--- src/rtl/ball_pkg.sv ---
// Shared keycodes and autopilot state encoding for the ball mover and its autopilot.
// Latency: none (types and constants only).
// Backpressure: not applicable.
package ball_pkg;

   // Arrow keycodes as seen by the ball mover
   localparam logic [7:0] KEY_NONE  = 8'd0;
   localparam logic [7:0] KEY_RIGHT = 8'd79;
   localparam logic [7:0] KEY_LEFT  = 8'd80;
   localparam logic [7:0] KEY_DOWN  = 8'd81;
   localparam logic [7:0] KEY_UP    = 8'd82;

   typedef enum logic [2:0] {
      AP_IDLE,
      AP_REACT,
      AP_CHASE_X,
      AP_CHASE_Y,
      AP_ARRIVED
   } ap_state_t;

   // Arrow key for one axis from the sign of its error; zero error gives no key
   function automatic logic [7:0] axis_key(input logic pos, input logic neg,
                                           input logic [7:0] key_pos,
                                           input logic [7:0] key_neg);
      if (pos)
         return key_pos;
      else if (neg)
         return key_neg;
      else
         return KEY_NONE;
   endfunction

endpackage

--- src/rtl/ball_autopilot_axis_err.sv ---
// Per-axis position error: sign flags, magnitude and dead-zone hit.
// Latency: purely combinational.
// Backpressure: not applicable.
module axis_err #(
   parameter int DEAD_ZONE = 2
) (
   input  logic [9:0] target,
   input  logic [9:0] own,
   output logic       pos,
   output logic       neg,
   output logic [9:0] mag,
   output logic       in_dz
);

   localparam logic [9:0] DZ = 10'(DEAD_ZONE);

   logic signed [10:0] err;
   logic signed [10:0] err_neg;

   // Zero-extend both operands so the 11-bit difference never overflows
   assign err     = $signed({1'b0, target}) - $signed({1'b0, own});
   assign err_neg = -err;

   assign pos   = ~err[10] & (err != 11'sd0);
   assign neg   = err[10];
   assign mag   = err[10] ? err_neg[9:0] : err[9:0];
   assign in_dz = (mag <= DZ);

endmodule

--- src/rtl/ball_autopilot.sv ---
// Arrow-key autopilot steering the ball to a target, axis by axis, or manual keycode pass-through.
// Latency: one frame for pass-through; REACT_FRAMES+1 frames from enable to the first arrow key.
// Backpressure: none; one decision per frame_clk, the mover consumes every keycode.
module ball_autopilot
   import ball_pkg::*;
#(
   parameter int DEAD_ZONE    = 2,
   parameter int REACT_FRAMES = 8,
   parameter int AXIS_HOLD    = 16
) (
   input  logic       frame_clk,
   input  logic       Reset,
   input  logic       enable,
   input  logic [7:0] manual_keycode,
   input  logic [9:0] own_x,
   input  logic [9:0] own_y,
   input  logic [9:0] target_x,
   input  logic [9:0] target_y,
   output logic [7:0] keycode,
   output logic       busy,
   output logic       arrived
);

   localparam logic [7:0] REACT_LAST = 8'(REACT_FRAMES - 1);
   localparam logic [7:0] HOLD_LAST  = 8'(AXIS_HOLD - 1);

   ap_state_t  state_q;
   logic [7:0] react_cnt_q;
   logic [7:0] axis_cnt_q;
   logic [7:0] keycode_q;
   logic       busy_q;
   logic       arrived_q;

   logic       pos_x, neg_x, dz_x;
   logic       pos_y, neg_y, dz_y;
   logic [9:0] mag_x, mag_y;
   logic [7:0] key_x, key_y;

   axis_err #(.DEAD_ZONE(DEAD_ZONE)) u_err_x (
      .target (target_x),
      .own    (own_x),
      .pos    (pos_x),
      .neg    (neg_x),
      .mag    (mag_x),
      .in_dz  (dz_x)
   );

   axis_err #(.DEAD_ZONE(DEAD_ZONE)) u_err_y (
      .target (target_y),
      .own    (own_y),
      .pos    (pos_y),
      .neg    (neg_y),
      .mag    (mag_y),
      .in_dz  (dz_y)
   );

   // Y grows downward on screen, so a positive Y error means DOWN
   assign key_x = axis_key(pos_x, neg_x, KEY_RIGHT, KEY_LEFT);
   assign key_y = axis_key(pos_y, neg_y, KEY_DOWN, KEY_UP);

   // Autopilot FSM; every output is registered with the state being entered
   always_ff @(posedge frame_clk or posedge Reset) begin
      if (Reset) begin
         state_q     <= AP_IDLE;
         react_cnt_q <= 8'd0;
         axis_cnt_q  <= 8'd0;
         keycode_q   <= KEY_NONE;
         busy_q      <= 1'b0;
         arrived_q   <= 1'b0;
      end else if (!enable) begin
         // Dropping enable beats every other transition, including arrival
         state_q     <= AP_IDLE;
         react_cnt_q <= 8'd0;
         axis_cnt_q  <= 8'd0;
         keycode_q   <= manual_keycode;
         busy_q      <= 1'b0;
         arrived_q   <= 1'b0;
      end else begin
         case (state_q)
            AP_IDLE: begin
               state_q     <= AP_REACT;
               react_cnt_q <= 8'd0;
               keycode_q   <= KEY_NONE;
               busy_q      <= 1'b1;
               arrived_q   <= 1'b0;
            end

            AP_REACT: begin
               react_cnt_q <= react_cnt_q + 8'd1;
               keycode_q   <= KEY_NONE;
               if (react_cnt_q == REACT_LAST) begin
                  axis_cnt_q <= 8'd0;
                  if (dz_x && dz_y) begin
                     state_q   <= AP_ARRIVED;
                     busy_q    <= 1'b0;
                     arrived_q <= 1'b1;
                  end else if (mag_x >= mag_y) begin
                     // Larger error first; a tie goes to X
                     state_q   <= AP_CHASE_X;
                     keycode_q <= key_x;
                  end else begin
                     state_q   <= AP_CHASE_Y;
                     keycode_q <= key_y;
                  end
               end
            end

            AP_CHASE_X: begin
               axis_cnt_q <= axis_cnt_q + 8'd1;
               if (dz_x) begin
                  axis_cnt_q <= 8'd0;
                  if (dz_y) begin
                     state_q   <= AP_ARRIVED;
                     keycode_q <= KEY_NONE;
                     busy_q    <= 1'b0;
                     arrived_q <= 1'b1;
                  end else begin
                     state_q   <= AP_CHASE_Y;
                     keycode_q <= key_y;
                  end
               end else if (axis_cnt_q == HOLD_LAST && !dz_y) begin
                  // Hold budget spent on X while Y still needs work: staircase over
                  axis_cnt_q <= 8'd0;
                  state_q    <= AP_CHASE_Y;
                  keycode_q  <= key_y;
               end else begin
                  keycode_q <= key_x;
               end
            end

            AP_CHASE_Y: begin
               axis_cnt_q <= axis_cnt_q + 8'd1;
               if (dz_y) begin
                  axis_cnt_q <= 8'd0;
                  if (dz_x) begin
                     state_q   <= AP_ARRIVED;
                     keycode_q <= KEY_NONE;
                     busy_q    <= 1'b0;
                     arrived_q <= 1'b1;
                  end else begin
                     state_q   <= AP_CHASE_X;
                     keycode_q <= key_x;
                  end
               end else if (axis_cnt_q == HOLD_LAST && !dz_x) begin
                  axis_cnt_q <= 8'd0;
                  state_q    <= AP_CHASE_X;
                  keycode_q  <= key_x;
               end else begin
                  keycode_q <= key_y;
               end
            end

            AP_ARRIVED: begin
               keycode_q <= KEY_NONE;
               // Target moved or ball was knocked out of the zone: react again
               if (!dz_x || !dz_y) begin
                  state_q     <= AP_REACT;
                  react_cnt_q <= 8'd0;
                  busy_q      <= 1'b1;
                  arrived_q   <= 1'b0;
               end
            end

            default: begin
               state_q     <= AP_IDLE;
               react_cnt_q <= 8'd0;
               axis_cnt_q  <= 8'd0;
               keycode_q   <= KEY_NONE;
               busy_q      <= 1'b0;
               arrived_q   <= 1'b0;
            end
         endcase
      end
   end

   assign keycode = keycode_q;
   assign busy    = busy_q;
   assign arrived = arrived_q;

endmodule

--- config.mk ---
export PLATFORM = sky130hd
export DESIGN_NAME = ball_autopilot
export DESIGN_NICKNAME = d
export VERILOG_FILES = /design/src/rtl/ball_pkg.sv /design/src/rtl/ball_autopilot_axis_err.sv /design/src/rtl/ball_autopilot.sv
export SDC_FILE = /design/constraint.sdc
export NUM_CORES = 1
export LEC_CHECK = 0
export BUFFER_PORTS_ARGS = -buffer_cell sky130_fd_sc_hd__buf_4
export CAP_MARGIN = 5
export CORE_MARGIN = 2
export CORE_UTILIZATION = 63
export CTS_CLUSTER_DIAMETER = 60
export CTS_CLUSTER_SIZE = 10
export DETAILED_ROUTE_END_ITERATION = 7
export HOLD_SLACK_MARGIN = 0.15
export PLACE_DENSITY = 0.88
export SYNTH_ARGS = -nofsm -noshare
export SYNTH_HDL_FRONTEND = slang
export SYNTH_SLANG_ARGS = --single-unit
--- constraint.sdc ---
create_clock -name frame_clk -period 4.2 [get_ports frame_clk]
set_clock_uncertainty 0.1 [all_clocks]
set_input_delay 0.63 -clock frame_clk [delete_from_list [all_inputs] [get_ports frame_clk]]
set_output_delay 0.63 -clock frame_clk [all_outputs]
set_load 0.02 [all_outputs]
==> impl_metrics.ini, run 1 <==
[yosys]
synth_seq_area_share_pct = 19.31
yosysMostFrequentCell = nor2_1
synth_edf_count = 0
synth_cells = 489
synthFlopType = dfrtp_1
syn-num-nets = 575
synthDistinctLibCells = 74
synth_seq_cells = 29
synth_largest_area_cell = dfrtp_1
yosysWarnings = 0
syn_area_um2 = 3759
synthTopCellsByArea = dfrtp_1, ha_1, xnor2_1
syn_area_per_cell_um2 = 7.686
yosysTopAreaCellShare_pct = 19.31
synthArstFlopShare_pct = 100.0
synthTopCellsByCount = nor2_1, inv_1, a21oi_1, nand2_1, ha_1

[clock_network]
hold_buffers = 0
clock_sinks = 29
cts_buffers = 5
root_buffer = clkbuf_8
htreeDepth = 2
cts_max_path_buffers = 2

[place]
gp_congestion = 0.9443
io_buffers = 60
dp_hpwl_um = 8697
pre_cts_ws_ns = -0.4639

[floorplan]
die_width_um = 81.24
io_pins = 61
die_y_um = 81.24
row_count = 28
start_util_pct = 64.24

[global_routing]
grt_overflow_total = 36
grt_max_degree = 30
grt_use_total_pct = 72.92

[outcome]
status = did not finish
lastStage = global routing
error_line = [ERROR GRT-0232] Routing congestion too high. Check the congestion heatmap in the GUI.

[timing]
worstEpCategory = register input
worst_endpoint = keycode[0]$_DFF_PP0_/D
[metrics by stage]
stage / instance area, um^2 / hold WS (ns) / std cells
after CTS: 5299 / 0.3955 / 710
after floorplan: 3872 / 0.3558 / 489
after global placement: 4986 / 0.3838 / 693
after detailed placement: 4986 / 0.3867 / 693
[timing repair]
| action | CTS |
|---|---|
| pin swaps | 25 |
| resized for setup | 26 |
| setup buffers | 9 |
| setup endpoints to repair | 14 |
| hold endpoints to repair | 0 |
[routing by layer]
metal	GRT overflow	track usage (%)
met3	0	56.44
met1	0	67.40
met2	21	93.06
met4	15	80.68
met5	0	22.50
[cells by family after synthesis]
group | count (synthesis) | share of synthesized area [%]
multiplexers | 6 | 1.631
XOR/XNOR | 41 | 9.920
flip-flops | 29 | 19.31
buffers and inverters | 59 | 6.391
AND/OR/NAND/NOR | 180 | 24.80
adder cells (fa/ha/maj) | 36 | 12.32
AO/OA/AOI/OAI | 138 | 25.63
==> inputs of run 2 (changes only) <==
CORE_UTILIZATION = 40   (was 63)
CTS_CLUSTER_DIAMETER = default   (was 60)
CTS_CLUSTER_SIZE = default   (was 10)
HOLD_SLACK_MARGIN = default   (was 0.15)
PLACE_DENSITY = default   (was 0.88)
PLACE_DENSITY_LB_ADDON = 0.15   (was default)
==> run 2 against run 1 <==
- the flow now finishes, with violations (negative setup slack)
- area after synthesis unchanged
- synthesized cell count unchanged
==> impl_metrics.ini, run 2 <==
[outcome]
status = complete, but fails checks
failed_checks = negative setup slack

[yosys]
yosysWarnings = 0
syn-num-nets = 575
synth_largest_area_cell = dfrtp_1
syn_area_per_cell_um2 = 7.686
synthDistinctLibCells = 74
synthTopCellsByCount = nor2_1, inv_1, a21oi_1, nand2_1, ha_1
synth_edf_count = 0
yosysTopAreaCellShare_pct = 19.31
synth_cells = 489
synth_seq_area_share_pct = 19.31
synthArstFlopShare_pct = 100.0
synth_seq_cells = 29
synthTopCellsByArea = dfrtp_1, ha_1, xnor2_1
synthFlopType = dfrtp_1
syn_area_um2 = 3759
yosysMostFrequentCell = nor2_1

[route]
ant_nets = 0
routed_wl_um = 9854
drtIter0Drc = 214
dr.pass1.iters = 4
avgRoutedWirePerCell_um = 13.12
via_per_inst = 5.419
num_vias = 4070
drcViolationCount = 0

[cells_and_area]
utilization_pct = 59.24
final_common_cell = buf_4
drive_above_1_share_pct = 36.25
final_net_count = 725
final_cell_mix = buf_4, nor2_1, inv_1
syn_to_final_growth_pct = 44.94
final_cells = 751
antenna_cells = 0

[critical_path]
worstPathCellList = buf_4 > inv_2 > ha_4 > nor2b_1 > o2111a_1 > or3_4 > a2111oi_4 > buf_4 > nor2_1 > xnor2_1 > ha_1 > or4_4 > a21oi_2 > o21ai_1 > o21ai_1 > maj3_2 > mux2i_1 > nand3_1 > nand3_1 > a221o_1
cp_top_family = compound AO/OA/AOI/OAI gates
crit_arrival_ns = 4.31
crit_fanout = 6
worst_r2r_endpoint = keycode[2]
crit_path_end_kind = flip-flop
required_ns = 4.26
critical-path-max-stage-delay_ns = 0.42
critPathKind = input pin to flip-flop
reg2regPathDepth = 10
r2r_start = react_cnt_q[0]
rrSetupSlack_ns = 1.84
slowest_stage = or4_4
critPathLaunchType = input pin
crit_buf_inv = 3

[global_routing]
grt_max_degree = 30
grt_pass1_wl_um = 16230
grt_use_total_pct = 19.11
grt_overflow_total = 0
grt_pass1_vias = 3748
antenna_found_initial = 0

[hold_path]
hold_path_end = axis_cnt_q[2]
holdPathStages = 1
worstHoldPathType = flip-flop to flip-flop
min_from = axis_cnt_q[2]

[clock_network]
cts_max_path_buffers = 2
root_buffer = clkbuf_8
cts_tree = done
hold_buffers = 0
clk_latency_ns = 0.28
cts_buffers = 5
path_clk_slew_ns = 0.06
clock_sinks = 29
htreeDepth = 2

[floorplan]
die_y_um = 100.9
row_count = 35
dieArea_um2 = 10190
core_um2 = 9196
die_width_um = 100.9
io_pins = 61
start_util_pct = 40.87

[timing]
finalSetupViolCount = 3
min_period_over_period_pct = 101.0
fmax_mhz = 235.7
slew_headroom_pct = 28.21
min_period_ns = 4.243
timing.final.ws_setup_ns = -0.04293
setup_tns_ns = -0.07931
hold_viol = 0
report.final.slew_viol_count = 0
worst_pin_slew_ns = 1.076
grt_setup_unrepaired = true

[power_and_ir_drop]
p_per_area_nw_per_um2 = 322.8
total_leakage_power_nw = 2.599
irDropWorstVdd_v = 0.0001569

[place]
gp_congestion = 0.8570
io_buffers = 60
dp_cells = 737
dp_hpwl_um = 7879

[run]
maxCapViolCount = 0
run 2: cell counts after synthesis:
No cell type changed its count.
run 2: area by class of cell:
cell class,instances,area [um^2]
fillers,871,3749
multi-input cells,401,3077
repair buffers,160,1235
flip-flops and latches,29,725.7
inverters,42,170.2
well taps,111,138.9
clock buffers,7,96.34
clock inverters,1,5.005
run 2: cells by family (layout without fill, tap and decap cells):
family	count (synthesis)	in the layout	share of synthesized area (%)
fa+ha+maj	36	36	12.32
xor+xnor	41	41	9.920
flops	29	29	19.31
simple gates	180	180	24.80
compound gates	138	138	25.63
mux	6	6	1.631
buf+inv	59	210	6.391
run 2: timing repair:
action / in CTS / in global routing
gates resized for setup: 22 / 21
endpoints found under the setup margin: 7 / 22
pin swaps: 19 / 23
setup buffers: 2 / 3
gates cloned: 0 / 1
run 2: report_power, final:
part / switching [W] / internal (W) / total, W
Sequential: 0.0000397 / 0.000318 / 0.000358
Combinational: 0.000580 / 0.000568 / 0.00115
Clock: 0.000105 / 0.000148 / 0.000253
Total: 0.000725 / 0.00103 / 0.00176
run 2: per-stage QoR:
step	cell area (um^2)	hold WS, ns	setup slack [ns]	power (W)
final	5448	0.4116	-0.04293	0.001758
after global routing	5448	0.4307	-0.2268	0.001906
after CTS	5324	0.4130	-0.02543	0.001704
after detailed placement	5079	0.4043	-0.4088	0.001392
after global placement	5079	0.3794	-0.2654	0.001366
after floorplan	3872	0.3558	-0.1176	0.001026
run 2: how the worst max path moves through the flow:
stage	from	end	slack, ns	depth (start not counted)
6_report	own_y[1]	keycode[0]	-0.04	20
5_1_grt	target_x[0]	state_q[0]	-0.23	24
4_1_cts	target_x[0]	keycode[0]	-0.03	22
3_5_place_dp	own_y[1]	keycode[1]	-0.41	19
3_3_place_gp	own_y[1]	keycode[1]	-0.27	19
2_1_floorplan	target_x[0]	keycode[1]	-0.12	21
run 2: layer usage:
layer | GRT usage, % | wire length [um]
met5 | 0 | 0
met4 | 4.782 | 109
met3 | 1.942 | 370
met2 | 34.67 | 5007
met1 | 24.14 | 4367
(Power assumes the default switching activity.)
